<file path="config.mk">
export PLATFORM = sky130hd
export DESIGN_NAME = multi_port_bus_arbiter
export DESIGN_NICKNAME = d
export VERILOG_FILES = /design/src/rtl/multi_port_bus_arbiter.sv
export SDC_FILE = /design/constraint.sdc
export NUM_CORES = 1
export LEC_CHECK = 0
export ABC_AREA = 1
export CAP_MARGIN = 0
export CORE_UTILIZATION = 40
export DETAILED_ROUTE_END_ITERATION = 12
export GPL_TIMING_DRIVEN = 0
export PLACE_DENSITY_LB_ADDON = 0.12
export SYNTH_ARGS = -nofsm -noshare
export SYNTH_HDL_FRONTEND = slang
export SYNTH_SLANG_ARGS = --single-unit
</file>
<file path="constraint.sdc">
create_clock -name clk -period 3.1 [get_ports clk]
set_input_delay 0.93 -clock clk [delete_from_list [all_inputs] [get_ports clk]]
set_output_delay 0.93 -clock clk [all_outputs]
set_load 0.05 [all_outputs]
</file>
<file path="src/rtl/multi_port_bus_arbiter.sv">
// ---------------------------------------------------------------------------
// multi_port_bus_arbiter
// Central bus arbiter. Grants the shared bus to one requesting port at a time
// for that port's requested number of transfer cycles. Priority write-back
// (PWB) requests beat plain writes. There is one dead arbitration cycle
// between consecutive owners.
//
// Optional feature macro: ARB_ROUND_ROBIN_EN
//   defined   : round-robin among candidates, starting after the last winner
//   undefined : fixed priority, lowest candidate index wins
//
// Parameters
//   NUM_PORTS  number of requesting devices (2..16)
//   CYC_W      width of each per-port transfer-length field
//   OWN_W      owner index width, max(1, clog2(NUM_PORTS))
//
// Ports
//   clk         rising-edge clock
//   rst         synchronous active-high reset
//   req         per-port level request
//   req_type    per-port class: 0 = write, 1 = priority write-back
//   tran_cycle  per-port transfer length, port i at [i*CYC_W +: CYC_W]
//   grant       one-hot registered bus grant
//   done        one-cycle pulse in the last granted cycle of a port
//   bus_active  high while any grant is high
//   owner       index of current grantee, holds last value when idle
//   owner_type  req_type of current grantee captured at grant
// ---------------------------------------------------------------------------
module multi_port_bus_arbiter #(
   parameter int unsigned NUM_PORTS = 4,
   parameter int unsigned CYC_W     = 6,
   parameter int unsigned OWN_W     = 2
) (
   input  logic                       clk,
   input  logic                       rst,
   input  logic [NUM_PORTS-1:0]       req,
   input  logic [NUM_PORTS-1:0]       req_type,
   input  logic [NUM_PORTS*CYC_W-1:0] tran_cycle,
   output logic [NUM_PORTS-1:0]       grant,
   output logic [NUM_PORTS-1:0]       done,
   output logic                       bus_active,
   output logic [OWN_W-1:0]           owner,
   output logic                       owner_type
);

   typedef enum logic {S_IDLE = 1'b0, S_XFER = 1'b1} state_e;

   state_e                 state_q, state_d;
   logic [NUM_PORTS-1:0]   grant_q, grant_d;
   logic [NUM_PORTS-1:0]   done_q, done_d;
   logic                   bus_active_q, bus_active_d;
   logic [OWN_W-1:0]       owner_q, owner_d;
   logic                   owner_type_q, owner_type_d;
   logic [CYC_W-1:0]       cnt_q, cnt_d;

   logic [NUM_PORTS-1:0]   pwb;
   logic [NUM_PORTS-1:0]   cand;
   logic                   win_found;
   logic [OWN_W-1:0]       win_idx;
   logic [NUM_PORTS-1:0]   win_oh;
   logic                   win_type;
   logic [CYC_W-1:0]       win_len;
   logic [CYC_W-1:0]       win_cnt;

`ifdef ARB_ROUND_ROBIN_EN
   logic [OWN_W-1:0]       rr_q, rr_d;
`endif

   // Winner selection: PWB candidates mask out writes whenever any exist.
   always_comb begin
      pwb       = req & req_type;
      cand      = (|pwb) ? pwb : req;
      win_found = 1'b0;
      win_idx   = '0;
      win_oh    = '0;
      win_type  = 1'b0;
      win_len   = '0;
`ifdef ARB_ROUND_ROBIN_EN
      // Indices above the pointer first; the plain pass below supplies the wrap.
      for (int i = 0; i < int'(NUM_PORTS); i++) begin
         if (!win_found && cand[i] && (OWN_W'(i) > rr_q)) begin
            win_found = 1'b1;
            win_idx   = OWN_W'(i);
            win_oh[i] = 1'b1;
            win_type  = req_type[i];
            win_len   = tran_cycle[i*CYC_W +: CYC_W];
         end
      end
`endif
      for (int i = 0; i < int'(NUM_PORTS); i++) begin
         if (!win_found && cand[i]) begin
            win_found = 1'b1;
            win_idx   = OWN_W'(i);
            win_oh[i] = 1'b1;
            win_type  = req_type[i];
            win_len   = tran_cycle[i*CYC_W +: CYC_W];
         end
      end
      // A zero length is treated as a single-cycle transfer.
      win_cnt = (win_len == '0) ? '0 : win_len - CYC_W'(1);
   end

   // Next-state and registered-output logic.
   always_comb begin
      state_d      = state_q;
      grant_d      = grant_q;
      done_d       = '0;
      owner_d      = owner_q;
      owner_type_d = owner_type_q;
      cnt_d        = cnt_q;
`ifdef ARB_ROUND_ROBIN_EN
      rr_d         = rr_q;
`endif
      case (state_q)
         S_IDLE: begin
            if (|req) begin
               state_d      = S_XFER;
               grant_d      = win_oh;
               owner_d      = win_idx;
               owner_type_d = win_type;
               cnt_d        = win_cnt;
               // Single-cycle transfer: done coincides with the first grant cycle.
               if (win_cnt == '0) begin
                  done_d = win_oh;
               end
`ifdef ARB_ROUND_ROBIN_EN
               rr_d         = win_idx;
`endif
            end
         end
         S_XFER: begin
            if (cnt_q != '0) begin
               cnt_d = cnt_q - CYC_W'(1);
               // Raise done for the cycle in which cnt reaches zero.
               if (cnt_q == CYC_W'(1)) begin
                  done_d = grant_q;
               end
            end else begin
               grant_d = '0;
               state_d = S_IDLE;
            end
         end
         default: begin
            state_d = S_IDLE;
            grant_d = '0;
         end
      endcase
      bus_active_d = |grant_d;
   end

   // State and output registers.
   always_ff @(posedge clk) begin
      if (rst) begin
         state_q      <= S_IDLE;
         grant_q      <= '0;
         done_q       <= '0;
         bus_active_q <= 1'b0;
         owner_q      <= '0;
         owner_type_q <= 1'b0;
         cnt_q        <= '0;
`ifdef ARB_ROUND_ROBIN_EN
         rr_q         <= OWN_W'(NUM_PORTS - 1);
`endif
      end else begin
         state_q      <= state_d;
         grant_q      <= grant_d;
         done_q       <= done_d;
         bus_active_q <= bus_active_d;
         owner_q      <= owner_d;
         owner_type_q <= owner_type_d;
         cnt_q        <= cnt_d;
`ifdef ARB_ROUND_ROBIN_EN
         rr_q         <= rr_d;
`endif
      end
   end

   assign grant      = grant_q;
   assign done       = done_q;
   assign bus_active = bus_active_q;
   assign owner      = owner_q;
   assign owner_type = owner_type_q;

endmodule

</file>
Word level (Yosys, flattened, before mapping)
Cells that the tools add are included.
{"block": "op_classes", "n_shift": 0, "multipliers": 0, "n_eq_ne": 3, "reduce_logical": 14, "div_mod_pow": 0, "muxes": 33, "n_addsub": 2, "bitwise_logic": 2, "order_cmp": 0}
{"op": "$mux W6", "count": 7}
{"op": "$mux W4", "count": 7}
{"op": "$pmux W4 S2", "count": 2}
{"op": "$mux W1", "count": 13}
{"op": "$logic_not A6 Y1", "count": 2}
{"op": "$pmux W6 S2", "count": 1}
{"op": "$reduce_or A4 Y1", "count": 3}
{"op": "$sub A6 B1 Y6 const B", "count": 2}
{"op": "$eq A6 B1 Y1 const B", "count": 1}
{"op": "$reduce_bool A6 Y1", "count": 1}
{"op": "$and A4 B4 Y4", "count": 1}
{"op": "$mux W2", "count": 2}
{"op": "$reduce_and A2 Y1", "count": 2}
{"op": "$logic_and A1 B1 Y1", "count": 3}
{"op": "$logic_not A1 Y1", "count": 3}
{"op": "$ne A2 B1 Y1 const B", "count": 1}
{"op": "$ne A2 B2 Y1 const B", "count": 1}
{"op": "$pmux W1 S2", "count": 1}
{"op": "$not A1 Y1", "count": 1}
{"block": "word_totals", "register_bits": 19, "ram_bits": 0, "mem_count": 0, "wordCells": 61, "inputBits": 34, "mem_bits_ro": 0, "latchBits": 0}

Depth between registers and ports, before layout
Gate-level depths: netlist (run 1).
{"block": "logic_depth", "word_depth": 19, "depth_mapped": 20}

Worst setup path after synthesis (run 1)
OpenSTA, ideal clock, no wires.
{"block": "synth_path", "path_kind": "input-to-reg", "from": "input req_type[2]", "to": "register done_q[0], in the netlist done[0]", "setup_time_ns": 0.071, "arrival_ns": 2.895, "path_buffers": 1, "path_stages": 19, "setup_slack_ns": 0.134, "path_cell_list": "nand2_1 nand2_1 nor2_4 nand2_1 nand2_2 nor2_2 buf_6 nand3_1 nand3_1 nor2_2 ha_1 inv_1 nor2_4 nand3_4 nand2_2 nand2_1 nor2_4 nand4_1 a21oi_1"}
{"block": "synth_between", "elab_chain_len": 19, "elab_cells_between_ends": 23}
{"element": "start: declaration", "line_no": "37", "source": "input logic [NUM_PORTS-1:0] req_type,"}
{"element": "$and A4 B4 Y4 *", "line_no": "71", "source": "pwb = req & req_type;"}
{"element": "$reduce_or A4 Y1", "line_no": "72", "source": "cand = (|pwb) ? pwb : req;"}
{"element": "$mux W4 *", "line_no": "72"}
{"element": "$mux W1", "line_no": "91", "source": "if (!win_found && cand[i]) begin"}
{"element": "$logic_not A1 Y1", "line_no": "91"}
{"element": "$logic_and A1 B1 Y1", "line_no": "91"}
{"element": "$mux W1", "line_no": "91"}
{"element": "$logic_not A1 Y1", "line_no": "91"}
{"element": "[3 not listed]"}
{"element": "$logic_and A1 B1 Y1", "line_no": "91"}
{"element": "$mux W6", "line_no": "91"}
{"element": "$sub A6 B1 Y6 or $logic_not A6 Y1 (tied branches)", "line_no": "100", "source": "win_cnt = (win_len == '0) ? '0 : win_len - CYC_W'(1);"}
{"element": "$mux W6", "line_no": "100"}
{"element": "$logic_not A6 Y1", "line_no": "123", "source": "if (win_cnt == '0) begin"}
{"element": "$mux W4 *", "line_no": "123"}
{"element": "$mux W4 *", "line_no": "116", "source": "if (|req) begin"}
{"element": "$pmux W4 S2 *", "line_no": "114", "source": "case (state_q)"}
{"element": "end signal: assignment", "line_no": "167", "source": "done_q <= done_d;"}
{"element": "end: declaration", "line_no": "50", "source": "logic [NUM_PORTS-1:0] done_q, done_d;"}
Mark *: on every way between the ends. The rest lies on a longest branch, timed or not.
A chain may end at the register's enable or synchronous reset.

Worst setup path after layout (run 1)
{"block": "layout_path", "from": "input req[2]", "to": "register done_q[1], in the netlist done[1]"}
{"block": "layout_between", "elab_chain_len": 19, "elab_cells_between_ends": 25}
{"element": "start: declaration", "line_no": "36", "source": "input logic [NUM_PORTS-1:0] req,"}
{"element": "$and A4 B4 Y4", "line_no": "71"}
{"element": "$reduce_or A4 Y1", "line_no": "72"}
{"element": "$mux W4", "line_no": "72"}
{"element": "$mux W1", "line_no": "91"}
{"element": "$logic_not A1 Y1", "line_no": "91"}
{"element": "$logic_and A1 B1 Y1", "line_no": "91"}
{"element": "$mux W1", "line_no": "91"}
{"element": "$logic_not A1 Y1", "line_no": "91"}
{"element": "[3 not listed]"}
{"element": "$logic_and A1 B1 Y1", "line_no": "91"}
{"element": "$mux W6", "line_no": "91"}
{"element": "$sub A6 B1 Y6 or $logic_not A6 Y1 (tied branches)", "line_no": "100"}
{"element": "$mux W6", "line_no": "100"}
{"element": "$logic_not A6 Y1", "line_no": "123"}
{"element": "$mux W4", "line_no": "123"}
{"element": "$mux W4 *", "line_no": "116"}
{"element": "$pmux W4 S2 *", "line_no": "114"}
Marked as above.

==> metrics.yaml, run 1 <==
clock_network:
  cts.htree.levels: 1
  cts_sinks: 19
  cts_made_buffers: 3
  clkLatencyLatePin_ps: 300
  clk_pin_slew_ps: 100
  cts-root-buf: "clkbuf_4"
  hold_buffers: 0
  clockBufferDepth: 2
  cts_tree: "yes"
sta:
  report.final.slew_viol_count: 0
  setup_violations: 0
  period_needed_ps: 2930
  max_freq_mhz: 341
  skew_ps: 2.41
  tightest_slew_ps: 531
  fin_tns_setup_ps: 0
  finalCritPeriodShare_pct: 94.6
  fin_hold_ws_ps: 470
  slew_headroom_pct: 64.3
  finalHoldViolations: 0
drt:
  ant_nets: 0
  vias_per_cell: 5.00
  totalWireLength_mm: 3.80
  drc: 0
  routedWlPerCell_um: 11.8
  vias: 1611
  dr.pass1.iters: 4
  drt_iter0_markers: 108
yosys:
  yosysWarnings: 0
  synthCells: 214
  ys_seq_elements: 19
  avgSynthCellArea_um2: 6.45
  ys_seq_area_share_pct: 27.6
  netlist_area_um2: 1380
  synth_cell_types: 28
  syn_nets: 251
critical_path:
  cp_slowest_cell: "dlygate4sd2_1"
  cp_max_fo: 6
  crit_path_end_kind: "register"
  required_ps: 3340
  max_stage_delay_ps: 260
  arrival_ps: 3170
  crit_type: "input pin to register"
  crit_chain: "dlygate4sd2_1 > nand2_2 > nand2_2 > nor2_4 > nand2_1 > nand2_4 > nor2_4 > nand2_2 > nor2_2 > nor2_4 > ha_4 > inv_2 > nor2_4 > nand3_4 > nand2_2 > nand2_2 > nor2_4 > nand4_1 > a21oi_2"
  worst_setup_path_start_kind: "input pin"
layout:
  final.fill_count: 297
  fin_nets: 316
  area_growth_pct: 53.7
  num_antenna_cells: 0
  drive_above_1_share_pct: 23.0
  fin_util_pct: 67.3
die:
  core_um2: 3150
  ios: 46
  start_util_pct: 43.8
  die_width_um: 60.7
  fp.dieArea_um2: 3690
  chipHeight_um: 60.7
  rows: 20
placed_design:
  gp_congestion: 0.820
  place_hpwl_mm: 2.80
  port_buffers: 45
run_status:
  status: "complete, no violations"
power:
  p_leak_nw: 0.974
  peakVddDrop_uv: 262
  powerDensity_nw_per_um2: 422
grt:
  grt_usage_pct: 22.0
  overflow: 0
  grt_pass1_wl_mm: 6.18
  grt_pass1_vias: 1470
  grt_start_max_net_pins: 12
  antenna_found_initial: 0
min_path:
  min-delay-path-class: "register to register"
flow_run:
  drv_cap: 0
## timing repair
| action | CTS | global route |
|---|---|---|
| gates resized for setup | 20 | 18 |
| setup buffers | 6 | 9 |
| endpoints found under the setup margin | 10 | 7 |
| pin swaps | 14 | 19 |
## per-stage QoR
step | setup WS (ps) | power, W | std cells | cell area, um2
final | 167 | 0.000895 | 322 | 2120
after CTS | 3.82 | 0.000876 | 313 | 2010
after global placement | -690 | 0.000718 | 303 | 1890
after detailed placement | -727 | 0.000723 | 303 | 1890
after floorplan | 134 | 0.000601 | 214 | 1380
after global routing | -47.3 | 0.000964 | 322 | 2120
## sequential cells by signal, summed over array words and instances, names as in the netlist
name and count:
grant 4, owner 2, done 4, owner_type 1
state_q 1, cnt_q 6, bus_active 1
## area by class of cell
class                   count  area (um2)  area share [%]
plain buffers               3        22.5            1.06
clock buffers               3        22.5            1.06
clock inverters             1        5.00           0.236
inverters                  26        97.6            4.60
multi-input cells         166         968            45.7
flip-flops and latches     19         380            17.9
well taps                  44        55.1            2.60
repair buffers             60         569            26.8
## critical path, delay by kind of cell
| kind | cells | cell delay (ps) |
|---|---|---|
| and+or+nand+nor | 15 | 1630 |
| adders and majority gates | 1 | 160 |
| buffers and inverters | 2 | 300 |
| AOI/OAI and AO/OA | 1 | 140 |
## synth_stat cells (all sizes together)
cell type / n / area, um2
clkbuf: 1 / 3.75
inv: 24 / 90.1
o21ai: 13 / 65.1
a41oi: 1 / 8.76
a21oi: 17 / 85.1
clkinv: 2 / 7.51
buf: 2 / 18.8
nor4: 1 / 6.26
a31o: 1 / 8.76
nor3: 3 / 15.0
ha: 3 / 37.5
a31oi: 2 / 12.5
dfxtp: 19 / 380
nor2: 23 / 124
nand3: 33 / 203
a221oi: 1 / 8.76
xnor2: 2 / 17.5
xor2: 2 / 17.5
nand4: 5 / 31.3
nand2: 59 / 239
## cells in the final DEF (no fill, tap or decap), drive strengths merged, types with 2 or more instances in the layout
master,count
a21oi,17
a31oi,2
buf,17
clkbuf,5
clkdlybuf4s50,37
clkinv,3
dfxtp,19
dlygate4sd2,2
dlymetal6s2s,4
ha,3
inv,24
nand2,59
nand3,33
nand4,5
nor2,23
nor3,3
o21ai,13
xnor2,2
xor2,2
## per-layer routing
layer  vias up  global-route usage (%)  part of all wire, %
li1        834                       -                    -
met4         0                    2.92                 0.26
met3         2                    3.84                  4.1
met2        37                    37.2                   49
met5         -                       0                    0
met1       738                    30.2                   47
## final timing paths
| path | start | to | slack (ps) | cells past startpoint |
|---|---|---|---|---|
| setup reg to reg | cnt_q[0] | cnt_q[0] | 1160 | 10 |
| hold / removal | owner_type | owner_type | 470 | 2 |
| setup / recovery | req[2] | done[1] | 170 | 19 |
| hold reg to reg | owner_type | owner_type | 470 | 2 |
## cells by family (layout without fill, tap and decap cells)
| group | after synthesis | after routing | share of synthesized area [%] |
|---|---|---|---|
| AOI/OAI and AO/OA | 35 | 35 | 13.7 |
| buffers and inverters | 29 | 93 | 8.70 |
| adders and majority gates | 3 | 3 | 2.72 |
| DFF | 19 | 19 | 27.6 |
| and+or+nand+nor | 124 | 124 | 44.8 |
| xor gates and xnor gates | 4 | 4 | 2.54 |
## power by group
| part | internal [W] | leakage [nW] | total (W) | switching (W) |
|---|---|---|---|---|
| Sequential | 0.000275 | 0.156 | 0.000299 | 0.0000242 |
| Combinational | 0.000194 | 0.800 | 0.000472 | 0.000278 |
| Clock | 0.0000481 | 0.0177 | 0.000124 | 0.0000756 |
(Power assumes the default switching activity.)
==> run 2: changes to the inputs <==
- CTS_BUF_LIST: not set -> sky130_fd_sc_hd__clkbuf_4 sky130_fd_sc_hd__clkbuf_8
==> results of run 2 <==
The final DEF is identical to that of run 1; final timing and power are the same.
==> run 3: changes to the inputs <==
- CORE_ASPECT_RATIO: not set -> 0.7
- CORE_MARGIN: not set -> 3
- CTS_CLUSTER_SIZE: not set -> 10
==> run 3 against run 2 <==
Effect of this change: sequential power about the same; register-to-register slack better by 90 ps; clock-buffer cell count unchanged; setup slack better by 25 ps; global-route usage down 2.1 points; flip-flop and latch count unchanged; non-clock buffer count up 3; cell count up 1.9%; largest power group unchanged; highest routed layer unchanged.
==> metrics.yaml, run 3 (synthesis results as in run 1) <==
grt:
  grt_usage_pct: 19.9  # -2.1 points
  antenna_found_initial: 0  # unchanged
  overflow: 0  # unchanged
  grt_pass1_wl_mm: 6.65  # +7.6%
  grt_start_max_net_pins: 13  # +1
  grt_pass1_vias: 1499  # +2.0%
layout:
  fin_util_pct: 67.6  # +0.39 points
  largest_reg_flops: 6  # unchanged
  drive_above_1_share_pct: 25.3  # +2.2 points
  num_antenna_cells: 0  # unchanged
  area_growth_pct: 58.5
  final_common_cell: "nand2_1"
  mostFrequentLayoutCells: "40 x nand2_1, 37 x clkdlybuf4s50_1, 23 x nand3_1"
  top_register: "cnt_q"
  fin_nets: 319  # +0.95%
  final.fill_count: 297  # unchanged
power:
  powerDensity_nw_per_um2: 446  # +5.8%
  peakVddDrop_uv: 330  # +26%
  p_leak_nw: 0.991  # +1.7%
clock_network:
  cts_tree: "yes"
  cts.htree.levels: 1  # unchanged
  cts-root-buf: "clkbuf_8"
  cts_made_buffers: 3  # unchanged
  clkLatencyLatePin_ps: 260  # -40 ps
  cts_sinks: 19  # unchanged
  clockBufferDepth: 2  # unchanged
  clk_pin_slew_ps: 80  # -20 ps
drt:
  drt_iter0_markers: 55  # -49%
  dr.pass1.iters: 4  # unchanged
  vias: 1652  # +2.5%
  ant_nets: 0  # unchanged
  routedWlPerCell_um: 12.3  # +4.6%
  vias_per_cell: 5.04  # +0.67%
  totalWireLength_mm: 4.05  # +6.5%
  drc: 0  # unchanged
placed_design:
  place_hpwl_mm: 3.03  # +8.1%
  gp_congestion: 0.811  # -1.0%
  port_buffers: 45  # unchanged
die:
  core_um2: 3230  # +2.5%
  start_util_pct: 42.7  # -1.1 points
  die_width_um: 76.2  # +25%
  rows: 17  # -15%
  chipHeight_um: 55.1  # -9.2%
  ios: 46  # unchanged
  fp.dieArea_um2: 4200  # +14%
flow_run:
  drv_cap: 0  # unchanged
sta:
  report.final.slew_viol_count: 0  # unchanged
  finalHoldViolations: 0  # unchanged
  slew_headroom_pct: 66.6  # +2.3 points
  max_freq_mhz: 344  # +0.86%
  finalCritPeriodShare_pct: 93.8  # -0.80 points
  fin_tns_setup_ps: 0  # unchanged
  setup_violations: 0  # unchanged
  skew_ps: 2.45  # +0.0397 ps
  period_needed_ps: 2910  # -24.9 ps
  tightest_slew_ps: 500  # -31.2 ps
  rsz0062_at_grt: "no"
run_status:
  status: "complete, no violations"
critical_path:
  worst_setup_path_start_kind: "input pin"
  crit_path_end_kind: "register"
  arrival_ps: 3100  # -70 ps
  cp_max_fo: 6  # unchanged
  crit_type: "input pin to register"
  required_ps: 3300  # -40 ps
min_path:
  min-delay-path-class: "register to register"
-- run 3: final timing paths --
path | endpoint | cells after the start | slack, ps | from
worst min-delay path | owner_type | 2 | 470 | owner_type
worst max register to register | cnt_q[0] | 10 | 1250 | cnt_q[0]
worst min register to register | owner_type | 2 | 470 | owner_type
worst max-delay path | done[1] | 20 | 190 | req[3]
-- run 3: metal layers --
layer  track usage (%)  part of all wire (%)  up-vias
met5                 0                     0        -
met4              2.71                  0.17        0
met3              4.05                   4.4        2
met2              35.3                    46       34
met1              26.2                    49      770
li1                  -                     -      846
-- run 3: power breakdown --
part	switching [W]	internal [W]	total, W
registers	0.0000265	0.000275	0.000302
clock network	0.0000916	0.0000908	0.000182
logic	0.000289	0.000203	0.000492
-- run 3: final cells by class --
class                   count  area, um2  share of cell area (%)
repair buffers             63        594                    27.2
clock buffers               3       41.3                    1.89
inverters                  26       97.6                    4.46
flip-flops and latches     19        380                    17.4
well taps                  47       58.8                    2.69
multi-input cells         166        985                    45.0
clock inverters             1       7.51                   0.343
plain buffers               3       22.5                    1.03
-- run 3: worst max-delay path, stage by stage --
cell and delay, ps:
clkdlybuf4s15_1 210, nand2_2 100, nand2_4 60, nor2_4 120
nand2_2 80, nand2_4 80, nor2_4 50, buf_6 120
nand3_2 60, nand3_2 80, nor2_4 130, ha_4 150
inv_2 40, nor2_4 150, nand3_4 130, nand2_2 110
nand2_2 70, nor2_4 150, nand4_1 110, a21oi_1 160
-- run 3: repair_timing --
item	in CTS	in global routing
pin swaps	19	18
buffers inserted	14	4
endpoints found under the setup margin	10	8
gates resized for setup	31	16
hold buffers	0	0
-- run 3: stage by stage --
step	hold WS, ps	worst slack, ps	std cells	power (W)	cell area (um2)
6_report	468	192	328	0.000976	2190
5_1_grt	494	11.7	328	0.00104	2190
4_1_cts	472	9.10	324	0.000959	2150
3_5_place_dp	460	-702	306	0.000727	1890
3_3_place_gp	458	-647	306	0.000721	1890
2_1_floorplan	459	134	214	0.000601	1380
==> edit, RTL diff (flow settings as in run 2) <==
Set the parameter `OWN_W` to 4 (it was 2).
--- a/src/rtl/multi_port_bus_arbiter.sv
+++ b/src/rtl/multi_port_bus_arbiter.sv
@@ -29,7 +29,7 @@
 module multi_port_bus_arbiter #(
    parameter int unsigned NUM_PORTS = 4,
    parameter int unsigned CYC_W     = 6,
-   parameter int unsigned OWN_W     = 2
+   parameter int unsigned OWN_W     = 4
 ) (
    input  logic                       clk,
    input  logic                       rst,
Ports: changed (resized owner); port bits go from 46 to 48. The function was not compared with the original's and may differ.
==> edit against run 2 <==
Area after synthesis increased by 16%; via count increased by 9.1%; sequential cell count stayed put; routed wire length up 13%; power is 15% higher; cell area is 15% higher; setup slack lost 0.021 ns; sequential share of layout area fell by 2.3 points; critical endpoint is now done[3].
==> edit: results (changes against run 2) <==
| Metric | Value |
|---|---|
| Leak | `1.14 nW (was 0.974 nW)` |
| Vias in the first global route | `1678 (was 1470)` |
| Biggest register | `cnt_q (unchanged)` |
| Final Skew | `0.00138 ns (was 0.00241 ns)` |
| Worst slack at placement | `-0.637 ns (was -0.727 ns)` |
| Largest buffer count on any clock path | `2 (unchanged)` |
| CTS Buf Count | `3 (unchanged)` |
| Layout Nets | `358 (was 316)` |
| CTS root buffer | `clkbuf_8 (was clkbuf_4)` |
| Detail Placement HPWL | `3100 µm (was 2800 µm)` |
| CTS clk-pin slew, worst paths | `0.07 ns (was 0.10 ns)` |
| Fraction of layout cells with a size suffix above 1 | `0.306 (was 0.230)` |
| Initial drt markers | `125 (was 108)` |
| Top post-synthesis cells by area | `dfxtp_1, nand2_1, nand3_1, inv_1, nor2_1 (was dfxtp_1, nand2_1, nand3_1, a21oi_1, inv_1)` |
| Max rail drop VDD | `0.256 mV (was 0.262 mV)` |
| PortBufs | `45 (unchanged)` |
| Final critical-path share of the clock period | `0.953 (was 0.946)` |
| WP data arrival | `3.14 ns (was 3.17 ns)` |
| Clock Latency Late Sink | `0.25 ns (was 0.30 ns)` |
| Average wire per standard cell | `11.7 µm (was 11.8 µm)` |
| H-tree levels | `1 (unchanged)` |
| Synth unique cells | `35 (was 28)` |
| Worst r2r src | `cnt_q[0] (unchanged)` |
| # fillers | `353 (was 297)` |
| FF-to-FF End | `bus_active (was cnt_q[0])` |
| Vias per inst | `4.78 (was 5.00)` |
| Max_slew headroom | `0.603 (was 0.643)` |
| Sequential area share after synthesis | `0.238 (was 0.276)` |
| Placer Congestion | `0.829 (was 0.820)` |
| Status | `finished, final reports clean (unchanged)` |
| Gr usage total | `0.215 (was 0.220)` |
| Async S/R FF share, synth | `0 (unchanged)` |
| First-pass GRT wire length | `7240 µm (was 6180 µm)` |
| Critical path origin | `req[3] (was req[2])` |
| Reg2Reg Setup Slack | `1.00 ns (was 1.16 ns)` |
| Critical Path End | `done[3] (was done[1])` |
| Ranking of synthesized cells by instance count | `nand2_1, inv_1, nor2_1, nand3_1, dfxtp_1 (was nand2_1, nand3_1, inv_1, dfxtp_1, a21oi_1)` |
| Critical path peak fanout | `8 (was 6)` |
## edit: changes by cell type after synthesis, sizes merged, moves of 2 or more
cell | before | now
nor3 | 3 | 1
xnor2 | 2 | 0
nor2 | 23 | 37
nand2 | 59 | 71
nand3 | 33 | 28
a31oi | 2 | 4
inv | 24 | 35
a21oi | 17 | 12
## edit: power by group
group          total (mW)  internal [mW]  switching (mW)
Clock               0.172         0.0893          0.0831
Sequential          0.295          0.277          0.0183
Combinational       0.559          0.224           0.335
Total                1.03          0.590           0.437
## edit: per-stage QoR
step	area [µm²]	cells	utilization	total power, mW
after global routing	2440	368	0.651	1.11
after floorplan	1600	246	-	0.645
after detailed placement	2110	339	0.564	0.776
after CTS	2350	361	0.629	1.01
after global placement	2110	339	0.564	0.771
final	2440	368	0.651	1.03
## edit: cell families (layout without fill, tap and decap cells)
family	count (synthesis)	in the layout	share of synthesized area
adder cells (fa/ha/maj)	3	3	0.0235
flip-flops	19	19	0.238
other	1	2	0.00235
AO/OA/AOI/OAI	33	33	0.113
AND/OR/NAND/NOR	147	147	0.514
XOR/XNOR	2	2	0.0110
buffers and inverters	40	114	0.0987
## edit: worst register-to-register path: stages, from the launching register on
cell and delay [ns]:
dfxtp_1 0.31, inv_1 0.12, ha_1 0.18, nand2_1 0.07, nor2_1 0.20, inv_1 0.06
nor2_1 0.12, nand2_1 0.11, a31oi_1 0.22, nor2_1 0.07, or4_1 0.52
## edit: worst min path at each step
| stage | startpoint | to | slack (ns) |
|---|---|---|---|
| finish | grant[1] | done[1] | 0.49 |
| global route | grant[1] | done[1] | 0.51 |
| CTS | grant[1] | done[1] | 0.49 |
| detailed placement | grant[1] | done[1] | 0.48 |
| global placement | grant[1] | done[1] | 0.48 |
| floorplan | cnt_q[1] | cnt_q[1] | 0.49 |
## edit: layer usage
layer	up-vias	track usage	share of wire
li1	939	-	-
met1	782	0.289	0.48
met2	33	0.366	0.49
met3	4	0.0365	0.026
met4	0	0.0272	0.0079
met5	-	0	0
## edit: what timing repair did
item / CTS / global route
pin swaps: 25 / 19
gates resized for setup: 26 / 19
endpoints found under the setup margin: 10 / 5
buffers inserted: 18 / 7
## edit: final cells by class
cell class	instances	area share
multi-input combinational	187	0.481
timing repair buffer	70	0.255
sequential	19	0.156
inverter	36	0.0554
tap	48	0.0246
clock buffer	3	0.0169
buffer	4	0.00924
clock inverter	1	0.00205
